[src/rtl/wb_gpio.sv]
`default_nettype none
// ============================================================================
// Module      : wb_gpio
// Description : Wishbone B4 pipelined GPIO slave with pad synchroniser,
//               edge detection and a level interrupt.
// Revision    : 1.0 - initial release
// ============================================================================
module wb_gpio #(
    parameter int N_GPIO      = 32,
    parameter int SYNC_STAGES = 2
) (
    input  logic              clk_i,
    input  logic              rst_i,
    input  logic              wb_cyc_i,
    input  logic              wb_stb_i,
    input  logic              wb_we_i,
    input  logic [31:0]       wb_adr_i,
    input  logic [31:0]       wb_dat_i,
    input  logic [3:0]        wb_sel_i,
    output logic [31:0]       wb_dat_o,
    output logic              wb_ack_o,
    output logic              wb_err_o,
    output logic              wb_stall_o,
    input  logic [N_GPIO-1:0] gpio_i,
    output logic [N_GPIO-1:0] gpio_o,
    output logic [N_GPIO-1:0] gpio_oe_o,
    output logic              irq_o
);

    localparam logic [3:0] c_DIN   = 4'h0;
    localparam logic [3:0] c_DOUT  = 4'h1;
    localparam logic [3:0] c_DIR   = 4'h2;
    localparam logic [3:0] c_SET   = 4'h3;
    localparam logic [3:0] c_CLR   = 4'h4;
    localparam logic [3:0] c_TGL   = 4'h5;
    localparam logic [3:0] c_IEN   = 4'h6;
    localparam logic [3:0] c_IPOL  = 4'h7;
    localparam logic [3:0] c_IBOTH = 4'h8;
    localparam logic [3:0] c_ISTAT = 4'h9;

    logic [SYNC_STAGES-1:0][N_GPIO-1:0] sync_q;
    logic [N_GPIO-1:0] prev_q;
    logic [N_GPIO-1:0] dout_q, dout_d;
    logic [N_GPIO-1:0] dir_q, dir_d;
    logic [N_GPIO-1:0] ien_q, ien_d;
    logic [N_GPIO-1:0] ipol_q, ipol_d;
    logic [N_GPIO-1:0] iboth_q, iboth_d;
    logic [N_GPIO-1:0] istat_q, istat_d;
    logic [N_GPIO-1:0] w1c_d;
    logic              ack_q, ack_d;
    logic              err_q, err_d;
    logic              irq_q;
    logic [31:0]       dat_q, dat_d;

    logic              w_accept;
    logic [3:0]        w_idx;
    logic              w_hit;
    logic [31:0]       w_lanes;
    logic [N_GPIO-1:0] w_mask;
    logic [N_GPIO-1:0] w_wdat;
    logic [N_GPIO-1:0] w_din;
    logic [N_GPIO-1:0] w_event;
    logic              w_unused;

    assign w_accept = wb_cyc_i & wb_stb_i;
    assign w_idx    = wb_adr_i[5:2];
    assign w_hit    = (w_idx <= c_ISTAT);
    assign w_lanes  = {{8{wb_sel_i[3]}}, {8{wb_sel_i[2]}}, {8{wb_sel_i[1]}}, {8{wb_sel_i[0]}}};
    assign w_mask   = w_lanes[N_GPIO-1:0];
    assign w_wdat   = wb_dat_i[N_GPIO-1:0] & w_mask;
    assign w_din    = sync_q[SYNC_STAGES-1];
    assign w_unused = ^{wb_adr_i[31:6], wb_adr_i[1:0], wb_dat_i, w_lanes};

    // IBOTH takes precedence; otherwise IPOL picks rising (1) or falling (0)
    assign w_event = (iboth_q & (w_din ^ prev_q))
                   | (~iboth_q &  ipol_q &  w_din & ~prev_q)
                   | (~iboth_q & ~ipol_q & ~w_din &  prev_q);

    always_comb begin
        dout_d  = dout_q;
        dir_d   = dir_q;
        ien_d   = ien_q;
        ipol_d  = ipol_q;
        iboth_d = iboth_q;
        w1c_d   = '0;
        ack_d   = 1'b0;
        err_d   = 1'b0;
        dat_d   = '0;
        if (w_accept) begin
            if (!w_hit) begin
                err_d = 1'b1;
            end else begin
                ack_d = 1'b1;
                if (wb_we_i) begin
                    case (w_idx)
                        c_DOUT:  dout_d  = (dout_q  & ~w_mask) | w_wdat;
                        c_DIR:   dir_d   = (dir_q   & ~w_mask) | w_wdat;
                        c_SET:   dout_d  = dout_q | w_wdat;
                        c_CLR:   dout_d  = dout_q & ~w_wdat;
                        c_TGL:   dout_d  = dout_q ^ w_wdat;
                        c_IEN:   ien_d   = (ien_q   & ~w_mask) | w_wdat;
                        c_IPOL:  ipol_d  = (ipol_q  & ~w_mask) | w_wdat;
                        c_IBOTH: iboth_d = (iboth_q & ~w_mask) | w_wdat;
                        c_ISTAT: w1c_d   = w_wdat;
                        default: ;
                    endcase
                end else begin
                    case (w_idx)
                        c_DIN:   dat_d = 32'(w_din);
                        c_DOUT:  dat_d = 32'(dout_q);
                        c_DIR:   dat_d = 32'(dir_q);
                        c_IEN:   dat_d = 32'(ien_q);
                        c_IPOL:  dat_d = 32'(ipol_q);
                        c_IBOTH: dat_d = 32'(iboth_q);
                        c_ISTAT: dat_d = 32'(istat_q);
                        default: dat_d = '0;
                    endcase
                end
            end
        end
        // a fresh event wins over a simultaneous clear
        istat_d = (istat_q & ~w1c_d) | w_event;
    end

    always_ff @(posedge clk_i) begin
        if (rst_i) begin
            sync_q  <= '0;
            prev_q  <= '0;
            dout_q  <= '0;
            dir_q   <= '0;
            ien_q   <= '0;
            ipol_q  <= '0;
            iboth_q <= '0;
            istat_q <= '0;
            ack_q   <= 1'b0;
            err_q   <= 1'b0;
            dat_q   <= '0;
            irq_q   <= 1'b0;
        end else begin
            sync_q  <= {sync_q[SYNC_STAGES-2:0], gpio_i};
            prev_q  <= w_din;
            dout_q  <= dout_d;
            dir_q   <= dir_d;
            ien_q   <= ien_d;
            ipol_q  <= ipol_d;
            iboth_q <= iboth_d;
            istat_q <= istat_d;
            ack_q   <= ack_d;
            err_q   <= err_d;
            dat_q   <= dat_d;
            irq_q   <= |(istat_q & ien_q);
        end
    end

    assign wb_dat_o   = dat_q;
    assign wb_ack_o   = ack_q;
    assign wb_err_o   = err_q;
    assign wb_stall_o = 1'b0;
    assign gpio_o     = dout_q;
    assign gpio_oe_o  = dir_q;
    assign irq_o      = irq_q;

endmodule
`default_nettype wire

[config.mk]
export PLATFORM = sky130hd
export DESIGN_NAME = wb_gpio
export DESIGN_NICKNAME = d
export VERILOG_FILES = /design/src/rtl/wb_gpio.sv
export SDC_FILE = /design/constraint.sdc
export NUM_CORES = 1
export LEC_CHECK = 0
export ABC_AREA = 1
export BUFFER_PORTS_ARGS = -buffer_cell sky130_fd_sc_hd__clkbuf_2
export CAP_MARGIN = 20
export CORE_MARGIN = 2
export CORE_UTILIZATION = 35
export DETAILED_ROUTE_END_ITERATION = 10
export GPL_TIMING_DRIVEN = 0
export SETUP_SLACK_MARGIN = 0.3
export SYNTH_ARGS = -nofsm -noshare
export SYNTH_HDL_FRONTEND = slang
export SYNTH_SLANG_ARGS = --single-unit
[constraint.sdc]
create_clock -name clk_i -period 1.4 [get_ports clk_i]
set_input_delay 0.28 -clock clk_i [delete_from_list [all_inputs] [get_ports clk_i]]
set_output_delay 0.28 -clock clk_i [all_outputs]
set_load 0.05 [all_outputs]
==> results list, run 1 <==
* Part of the total power dissipated in sequential elements: between 40% and 50%
* Setup TNS: -68.5 ps
- Required arrival time at the worst endpoint: 1120 ps
* Cell count after placement: approximately 3200
- Crit path buffers/inverters: 1
- Total via count in the routed design: about 18000
* Vertical extent of the die: roughly 220 um
- Worst setup slack before clock tree synthesis: -716 ps
- Counting the fill cells in the layout gives roughly 4200.
- Highest fanout seen on the critical path: 2
* Achievable frequency: between 700 and 800 MHz
* Largest stage delay on the critical path: 390 ps
- The clock net in this run drives a total of 323 sinks.
- The wire-length estimate of the detail-placed layout is around 49 mm.
- Global-route congestion overflow total: 0
- CTS built an H-tree with a depth of 2.
* Internal portion of total power: ~16 mW
* Placeable Area: about 0.045 mm2
- Average routed wire per standard cell: 21.2 um
- Slowest stage cell, crit path: sky130_fd_sc_hd__dfxtp_4
* Fraction of layout cells with a size suffix above 1: a little under a third
- Logic depth of the worst setup path including buffers: 1
- Along the worst hold path, the cell count comes to 3.
- Total chip power: 22.0 mW
- After synthesis the netlist holds a flip-flop and latch count of 323.
- Clock Root Buffer: sky130_fd_sc_hd__clkbuf_16
- Die area: about 0.047 mm2
- The signal on the critical path passes through clkbuf_16.
- Post-Layout Cell Count: 3438
- During I/O placement, the number of pins put on the boundary was 205.
- The synthesized netlist contains 25 unique library cells.
- Post-route minimum period: 1420 ps
- Max rail drop VDD: ~0.71 mV
* Setup slack of the critical path after layout: -15.5 ps
- Category of the worst setup path capture point: primary output
* Fraction of post-synthesis cell area in the top cell type by area: about two fifths
- Wirelength, routed: 72.9 mm
- Entering global routing, the biggest net connects 14 pins.
- The floorplan step set the die width to between 200 and 250 um.
* CTS tree: built
- Sw Share: between 20% and 30%
- Gate power share: around an eighth
* P&R area growth vs syn: 51.2%
* Area of the mapped netlist: around 0.016 mm2
- In the global route stage, overall resource usage came out at between 20% and 30%.
- Across all register-to-register paths, the minimum setup slack is ~70 ps.
* Diodes inserted: 0
* Commonest cells after routing, fill and taps aside: sky130_fd_sc_hd__nand2_1, sky130_fd_sc_hd__nor2_1, sky130_fd_sc_hd__nand3_1
* Classification of the worst setup path: reg2out
- At the end of routability-driven placement, the weighted congestion stood at between 0.9 and 1.
* Iteration-0 DRC Markers: roughly 2000
* Router iterations before antenna repair: 6
- The analysis attributes to cell leakage a power of around 10 nW.
* Violated checks: setup timing
- Number of maximum-capacitance constraint violations: 0
* Via count of the first global-routing pass: ~17000
- Setup repair after global routing could not meet its margin everywhere.
* Number of flops mapped to enable cells by yosys: 0
* Clock slew at reported path FFs: 60 ps
- Port Buf Inserts: 171
- At the later pin of the worst-skew pair, clock insertion delay measures 570 ps.
- After detailed routing, the number of remaining DRC violations is 0.
* Area post-placement: ~0.018 mm2
- Syn nets: approximately 2600
* Largest delay contributor family on the critical path: flip-flops
- Finished layout cell area: roughly 0.024 mm2
* Final worst-path cycle share: 101%
* Fraction of registers with async set or reset after synthesis: 0%
- The detail route stage leaves a number of antenna-violating nets equal to 0.
- In the synthesized netlist, the number of instances is between 2000 and 2500.
- Endpoints failing setup: 9
- The worst pin sits at a relative slew slack of 47.2%.
* Slew at the pin closest to its max-slew limit: roughly 800 ps
* Startpoint kind of the worst setup timing path: register
- For this configuration, the core starts out at a cell density of between 30% and 40%.
* Leading cell type in the layout, fill and taps excluded: sky130_fd_sc_hd__nand2_1
- A synthesized cell averages about 6.5 um2.
- Synth Flop Type: sky130_fd_sc_hd__dfxtp_1
- The longest clock path from root to sink contains 3 buffers.
- Count of nets after finishing: about 3000
- For this run, the register share of the synthesized area comes to between 40% and 50%.
- The initial antenna violation count is 2.
- Global-route wire length before repair: 105 mm
- Number of CTS-inserted buffers: 39
- Power spread over the standard cell area amounts to 917 mW/mm2.
- Number of warnings printed during yosys synthesis: 0
- Average vias per placed instance: roughly 5.4
- Cell taking the most area after synthesis: sky130_fd_sc_hd__dfxtp_1
- Clock skew after layout: approximately 27 ps
* R2r worst-path depth: 8
- Switching Power: 6.13 mW
- The final hold violation count was 0.
- Number of pins exceeding their max-slew limit in the final report: 0
- At the worst endpoint, the arrival time is 1140 ps.
* Top cells by area in the synthesized netlist: sky130_fd_sc_hd__dfxtp_1, sky130_fd_sc_hd__nand2_1, sky130_fd_sc_hd__nor2_1, sky130_fd_sc_hd__nand3_1, sky130_fd_sc_hd__a21oi_1
- Per report_power, the clock group accounts for between 40% and 50% of the total.
- Std-Cell Rows: 78
- Type of the most critical hold path: in2reg
* Outcome: finished, violations left
[metrics by stage]
step | util, % | hold WS (ps)
after floorplan | - | 387
after global placement | 39.9 | 390
after detailed placement | 39.9 | 392
after CTS | 51.0 | 26.8
after global routing | 53.2 | 46.9
final | 53.2 | 51.1
[logic make-up after synthesis]
group                      Yosys count  synth area share [%]
and+or+nand+nor                   1455                  38.9
adders and majority gates           32                  2.52
other                                1                0.0236
AOI/OAI and AO/OA                  260                  8.21
buffers and inverters              370                  9.59
DFF                                323                  40.8
[cell type report]
type / count / area [um2] / area share (%)
plain buffers: 152 / 1260 / 5.24
inverters: 218 / 855 / 3.56
clock buffers: 52 / 1060 / 4.44
flip-flops and latches: 323 / 6700 / 27.9
repair buffers: 328 / 4100 / 17.1
well taps: 600 / 751 / 3.13
clock inverters: 17 / 153 / 0.637
multi-input cells: 1748 / 9100 / 38.0
[what timing repair did]
| item | CTS | global route |
|---|---|---|
| gates resized for setup | 592 | 241 |
| endpoints found under the setup margin | 335 | 309 |
| hold endpoints to repair | 32 | 0 |
| gates cloned | 0 | 1 |
| hold buffers | 32 | 0 |
| buffers inserted | 87 | 37 |
| pin swaps | 100 | 152 |
[cell usage after synthesis, types with 15 or more instances]
cell type	instances
sky130_fd_sc_hd__clkbuf_1	62
sky130_fd_sc_hd__nor3_1	33
sky130_fd_sc_hd__ha_1	32
sky130_fd_sc_hd__a21oi_1	224
sky130_fd_sc_hd__inv_1	212
sky130_fd_sc_hd__o21ai_0	32
sky130_fd_sc_hd__nand3_1	273
sky130_fd_sc_hd__dfxtp_1	323
sky130_fd_sc_hd__nand2_1	608
sky130_fd_sc_hd__buf_2	61
sky130_fd_sc_hd__nand4_1	93
sky130_fd_sc_hd__nor2_1	430
sky130_fd_sc_hd__buf_4	15
[path summary, 6_finish.rpt]
| check | startpoint | to |
|---|---|---|
| hold / removal | wb_dat_i[9] | register |
| setup / recovery | gpio_o[20] | gpio_o[20] |
| setup reg to reg | gpio_o[20] | gpio_o[20] |
| hold reg to reg | sync_q[5] | w_din[5] |
[power groups by stage]
stage	combinational [mW]	sequential (mW)	clock (mW)
floorplan	1.05	9.71	0
CTS	2.38	9.41	10.1
global placement	1.95	9.68	0
global route	2.69	9.43	10.5
finish	2.58	9.41	10.0
detailed placement	1.98	9.68	0
[routing by layer]
layer  up-vias  share of wire, %  GRT usage, %
li1       8601                 -             -
met1      8517                40          37.8
met2      1041                45          47.9
met3       232               9.9          7.03
met4         4               5.1          14.9
met5         -             0.026             0
No activity file was read; power rests on OpenSTA's default activity.
==> run 2, diff against run 1 <==
--- a/config.mk
+++ b/config.mk
@@ -12,6 +12,7 @@
 export CORE_UTILIZATION = 35
 export DETAILED_ROUTE_END_ITERATION = 10
 export GPL_TIMING_DRIVEN = 0
+export RECOVER_POWER = 25
 export SETUP_SLACK_MARGIN = 0.3
 export SYNTH_ARGS = -nofsm -noshare
 export SYNTH_HDL_FRONTEND = slang
==> results list, run 2 (synthesized netlist as in run 1, its figures left out) <==
- The run finished, with violations left.
* Violated checks: setup timing
- Endpoint of the most critical register-to-register path: gpio_o[20]
- The top cell types in the final layout, fill and taps aside, are sky130_fd_sc_hd__nand2_1, sky130_fd_sc_hd__nor2_1, sky130_fd_sc_hd__nand3_1.
- Register-to-register path setup slack: 60 ps (about the same)
* Overall track demand over capacity in global routing: 29.9% (unchanged)
* Met2 wire len: 33.0 mm (+0.37%)
* Wirelength, routed: 72.7 mm (-0.22%)
- The detail-routed via count per cell is 5.34 (-0.14%).
- The critical path is of the in2reg type.
- Routability Congestion: 0.954 (unchanged)
- The timing-limited maximum frequency was 678 MHz (-4.1%).
* Number of maximum-capacitance constraint violations: 0 (unchanged)
- Diodes inserted: 0 (unchanged)
- The placeable core region was 0.0451 mm2 (unchanged).
* Hold path startpoint: wb_dat_i[9]
* Fraction of layout cells with a size suffix above 1: 29.8% (-0.32 points)
- Data arrival time at the worst-slack endpoint: 1940 ps (+800 ps)
* Number of antenna violations at the first check in global routing: 2 (unchanged)
- Die area: 0.0470 mm2 (unchanged)
- Port Buf Inserts: 171 (unchanged)
- The post-CTS clock slew at the launch and capture registers of the worst setup and hold paths is 60 ps (about the same).
- The normalized max-slew margin is 41.7% (-5.6 points).
- Number of DRC violations after detailed routing: 0 (unchanged)
* Highest fanout seen on the critical path: 10 (+8)
- Max rail drop VDD: 0.716 mV (+0.24%)
- Number of sinks handled by clock tree synthesis: 323 (unchanged)
- Number of pins exceeding their max-slew limit in the final report: 0 (unchanged)
- The post-layout net count is 2947 (unchanged).
- Startpoint kind of the worst setup timing path: primary input
- Final worst-path cycle share: 105% (+4.3 points)
- Required arrival time at the worst endpoint: 1860 ps (+740 ps)
- Leading cell type in the layout, fill and taps excluded: sky130_fd_sc_hd__nand2_1
- Number of CTS-inserted buffers: 39 (unchanged)
* Total chip power: 22.0 mW (-0.11%)
- The routed wire length on met3 was 7.17 mm (-0.58%).
- Router iterations before antenna repair: 6 (unchanged)
- Clock network latency to the later pin of the worst-skew pair: 570 ps (about the same)
- Worst setup slack before clock tree synthesis: -716 ps (unchanged)
* Via count of the first global-routing pass: 17203 (unchanged)
- Endpoints failing setup: 17 (+8)
* Post-detail-place hpwl: 48.5 mm (unchanged)
- Clock Root Buffer: sky130_fd_sc_hd__clkbuf_16
- Clock skew after layout: 24.1 ps (-2.50 ps)
- Max Used Layer: met5
- Largest net degree at the start of global routing: 14 (unchanged)
- The number of instances on the worst hold path is 3 (unchanged).
- Maximum clock path buffer count: 3 (unchanged)
- The I/O pin total came to 205 (unchanged).
- The die span in x is 217 um (unchanged).
* Vertical extent of the die: 217 um (unchanged)
- CTS tree: built
* Antenna viol nets, final: 0 (unchanged)
- The number of standard-cell rows in the floorplan is 78 (unchanged).
* Total via count in the routed design: 18369 (-0.14%)
* Global-route wire length before repair: 105 mm (unchanged)
- The standby leakage power was 10.2 nW (-0.28%).
* R2r worst-path depth: 8 (unchanged)
- The count of fill cells added during filler insertion was 4220 (+0.31%).
* P&R area growth vs syn: 50.7%
- The number of design-rule violations left by the first detailed-router iteration was 2065 (+3.3%).
- Setup TNS: -239 ps (-170 ps)
- Slew at the pin closest to its max-slew limit: 875 ps (+83.5 ps)
- Starting utilization of the core area: 35.2% (unchanged)
- Maximum level of the CTS H-tree: 2 (unchanged)
* Type of the most critical hold path: in2reg
- The final hold violation count came to 0 (unchanged).
* Post-route minimum period: 1480 ps (+60.1 ps)
- Unrepaired setup endpoints after global routing: yes
- In this run the critical register-to-register path is launched from gpio_o[20].
- The worst setup path is captured at a register.
* M1 wire length: 28.9 mm (-0.52%)
- Setup slack of the critical path after layout: -75.6 ps (-60.1 ps)
- Power per unit of standard cell area: 919 mW/mm2 (+0.22%)
- The leftover overflow at the end of global routing came to 0 (unchanged).
* Average routed wire per standard cell: 21.2 um (-0.22%)
-- run 2: cell types whose count changed in the layout (fill, tap and decap cells not counted), moves of 2 or more --
cell	before	now
sky130_fd_sc_hd__clkbuf_1	31	35
sky130_fd_sc_hd__nand3_2	44	42
sky130_fd_sc_hd__clkbuf_2	101	106
sky130_fd_sc_hd__clkbuf_4	12	8
sky130_fd_sc_hd__buf_2	13	9
sky130_fd_sc_hd__nand3_1	223	227
sky130_fd_sc_hd__nand3_4	11	9
-- run 2: timing repair --
item,in CTS,in global routing
setup buffers,87,37
hold buffers,32,0
cloned,0,1
endpoints found under the hold margin,32,0
gates resized for setup,592,241
endpoints found under the setup margin,335,309
pin swaps,100,152
-- run 2: layout make-up --
class,count,area [um2],area share [%]
buffer,152,1230,5.14
clock buffer,52,1060,4.46
clock inverter,17,153,0.639
inverter,218,851,3.56
multi-input combinational,1748,9050,37.9
sequential,323,6700,28.0
tap,600,751,3.14
timing repair buffer,328,4100,17.1
-- run 2: metrics by stage --
step	util [%]	area [um2]	cells	hold slack (ps)
after floorplan	-	16400	2441	387
after global placement	39.9	18000	3212	390
after detailed placement	39.9	18000	3212	392
after CTS	51.0	23000	3400	26.8
after global routing	53.0	23900	3438	46.9
final	53.0	23900	3438	50.6
-- run 2: worst max-delay path: stages --
cell                       delay (ps)
sky130_fd_sc_hd__clkbuf_2         140
sky130_fd_sc_hd__clkbuf_2         260
sky130_fd_sc_hd__nor3_1           610
sky130_fd_sc_hd__nand3_2          340
sky130_fd_sc_hd__a21oi_1          300
-- run 2: power by group --
| part | internal [mW] | switching (mW) |
|---|---|---|
| combinational | 0.828 | 1.74 |
| clock | 5.73 | 4.27 |
| sequential | 9.30 | 0.110 |
-- run 2: how the worst max path moves through the flow --
stage | startpoint | endpoint | cells after the start
6_report | rst_i | wb_dat_o[29] | 5
5_1_grt | gpio_o[6] | gpio_o[6] | 1
4_1_cts | gpio_o[6] | gpio_o[6] | 1
3_5_place_dp | wb_adr_i[3] | wb_dat_o[16] | 7
3_3_place_gp | wb_adr_i[5] | wb_dat_o[0] | 9
2_1_floorplan | wb_adr_i[4] | gpio_o[10] | 9
-- run 2: per-layer routing --
metal  GRT usage, %  vias up
met2           47.9     1023
met5              0        -
met3           7.03      224
met4           14.9        4
li1               -     8588
met1           37.8     8530
==> run 3, diff against run 2 <==
--- a/config.mk
+++ b/config.mk
@@ -9,7 +9,7 @@
 export BUFFER_PORTS_ARGS = -buffer_cell sky130_fd_sc_hd__clkbuf_2
 export CAP_MARGIN = 20
 export CORE_MARGIN = 2
-export CORE_UTILIZATION = 35
+export CORE_UTILIZATION = 45
 export DETAILED_ROUTE_END_ITERATION = 10
 export GPL_TIMING_DRIVEN = 0
 export RECOVER_POWER = 25
==> constraint.sdc (replaced) <==
create_clock -name clk_i -period 1.7 [get_ports clk_i]
set_input_delay 0.34 -clock clk_i [delete_from_list [all_inputs] [get_ports clk_i]]
set_output_delay 0.34 -clock clk_i [all_outputs]
set_load 0.05 [all_outputs]
==> results list, run 3 (synthesized netlist as in run 1, its figures left out) <==
* Number of antenna violations at the first check in global routing: 1 (-1)
* Internal portion of total power: 13.4 mW (-16%)
- Outcome: finished, violations left
- Average vias per placed instance: 5.57 (+4.3%)
- Required arrival time at the worst endpoint: 2110 ps (+250 ps)
* Starting utilization of the core area: 45.8% (+11 points)
- Clock network latency to the later pin of the worst-skew pair: 570 ps (about the same)
* Switching Power: 4.84 mW (-21%)
- Max rail drop VDD: 0.779 mV (+8.9%)
* Iteration-0 DRC Markers: 2096 (+1.5%)
- The iteration count of the initial detailed-routing pass came to 8 (+2).
- The path class of the tightest hold or removal check is in2reg.
- Post-detail-place hpwl: 46.1 mm (-4.9%)
- The final antenna-violating net count came to 0 (unchanged).
- The multi-input combinational cell area was 0.00799 mm2 (-12%).
* Overall track demand over capacity in global routing: 38.2% (+8.3 points)
- Port Buf Inserts: 171 (unchanged)
* Vertical extent of the die: 192 um (-12%)
- The final hold violation count came to 0 (unchanged).
* Routability Congestion: 0.947 (-0.74%)
- Leading cell type in the layout, fill and taps excluded: sky130_fd_sc_hd__nand2_1
- Register-to-register path setup slack: 380 ps (+320 ps)
- Violated checks: DRC
- Of the available clock period, the critical path in the final layout requires a little over 90%.
* Via count of the first global-routing pass: 17225 (+0.13%)
- The number of buffers on the longest clock path was 3 (unchanged).
* Number of CTS-inserted buffers: 38 (-2.6%)
- Post-route minimum period: approximately 1600 ps
- Unrepaired setup endpoints after global routing: yes
* Endpoints failing setup: 0 (-17)
* Sw Share: 26.6% (-1.2 points)
* Die area: 0.0368 mm2 (-22%)
- Clock skew after layout: 18.3 ps (-5.84 ps)
* Clock Root Buffer: sky130_fd_sc_hd__clkbuf_16
- End-of-flow core utilization: 62.2% (+9.2 points)
- Power per unit of standard cell area: 844 mW/mm2 (-8.2%)
- Number of pins exceeding their max-slew limit in the final report: 0 (unchanged)
* Data arrival time at the worst-slack endpoint: 1980 ps (+40 ps)
- P&R area growth vs syn: 35.9%
* Clock slew at reported path FFs: 60 ps (about the same)
* Die Span X: 192 um (-12%)
- The final standard cell area without fillers was 0.0216 mm2 (-9.8%).
- The number of non-filler instances in the completed layout is 3243 (-5.7%).
- The power share of the sequential group came to 42.6% (-0.2 points).
* Cell count after placement: 3067 (-4.5%)
* Number of filler instances in the final layout: 3199 (-24%)
- The depth of the CTS H-tree is 2 (unchanged).
* Pleak: 9.60 nW (-5.7%)
* Average routed wire per standard cell: 21.8 um (+3.1%)
- The post-layout net count came to 2897 (-1.7%).
* Number of maximum-capacitance constraint violations: 0 (unchanged)
* Area occupied by registers: 0.00669 mm2 (-0.22%)
- Highest fanout seen on the critical path: 10 (unchanged)
- Achievable frequency: about 640 MHz
- The number of standard-cell rows in the floorplan was 68 (-13%).
- Slew at the pin closest to its max-slew limit: 860 ps (-15.3 ps)
- The normalized max-slew margin came to 42.7% (+1.0 points).
* Boundary Pins: 205 (unchanged)
- Placeable Area: 0.0346 mm2 (-23%)
- Category of the worst setup path capture point: register
- Total via count in the routed design: 18077 (-1.6%)
* Classification of the worst setup path: in2reg
* Area post-placement: 0.0173 mm2 (-3.6%)
- Largest net degree at the start of global routing: 13 (-1)
- The fraction of layout cells with a size suffix above 1 is 19.5% (-10 points).
- Wirelength, routed: 70.7 mm (-2.8%)
* CTS tree: built
* Number of DRC violations after detailed routing: 1 (+1)
- The worst setup path is launched from a primary input.
* Clock share of power: 47.4% (+1.9 points)
* Global-route congestion overflow total: 0 (unchanged)
- The part of the power in combinational logic is 10.0% (-1.7 points).
* Number of sinks handled by clock tree synthesis: 323 (unchanged)
* Global-route wire length before repair: 104 mm (-1.4%)
- Leaving out fill and tap cells, the most frequent cells in the layout are sky130_fd_sc_hd__nand2_1, sky130_fd_sc_hd__nor2_1, sky130_fd_sc_hd__nand3_1.
==> run 3: cell type report <==
cell class,count,share of cell area (%)
Clock buffer,56,5.39
Tap cell,455,2.64
Timing Repair Buffer,279,15.2
Buffer,152,4.14
Multi-Input combinational cell,1748,37.1
Clock inverter,11,0.638
Sequential cell,323,31.0
Inverter,218,3.88
Antenna cell,1,0.0116
==> run 3: worst max-delay path, cell delays in order <==
cell and delay, ps:
sky130_fd_sc_hd__clkbuf_1 180, sky130_fd_sc_hd__clkbuf_1 600, sky130_fd_sc_hd__clkbuf_1 720, sky130_fd_sc_hd__nor2_1 130
==> run 3: per-layer routing <==
layer / vias up / part of all wire (%) / GRT usage [%]
met5: - / 0 / 0
li1: 8475 / - / -
met2: 989 / 44 / 60.2
met4: 0 / 6.5 / 25.1
met1: 8362 / 39 / 47.1
met3: 251 / 10 / 8.30
==> run 3: power groups by stage <==
stage               logic [mW]  registers [mW]  clock network [mW]
floorplan                0.778            8.00                   0
global placement          1.52            7.96                   0
detailed placement        1.54            7.97                   0
CTS                       1.72            7.75                8.66
global route              1.90            7.76                8.97
finish                    1.82            7.75                8.62
==> run 3: per-stage QoR <==
stage | TNS [ps] | worst slack [ps] | total power [mW] | hold WS [ps]
CTS | 0 | 232 | 18.1 | 77.9
detailed placement | -140550 | -810 | 9.51 | 393
floorplan | 0 | 303 | 8.77 | 388
global placement | -132350 | -716 | 9.48 | 389
finish | 0 | 135 | 18.2 | 100
global route | 0 | 123 | 18.6 | 106
==> run 3: what timing repair did <==
| item | in CTS | in global routing |
|---|---|---|
| resized for setup | 445 | 100 |
| buffers inserted | 65 | 11 |
| endpoints found under the setup margin | 334 | 294 |
| pin swaps | 1 | 2 |
| hold endpoints to repair | 32 | 0 |
| hold buffers | 32 | 0 |
==> run 3: path summary, 6_finish.rpt <==
check / startpoint / endpoint / cells after the start
min: wb_dat_i[28] / register / 3
min reg2reg: sync_q[26] / w_din[26] / 2
max reg2reg: istat_q[14] / irq_o / 6
max: rst_i / sync_q[5] / 4
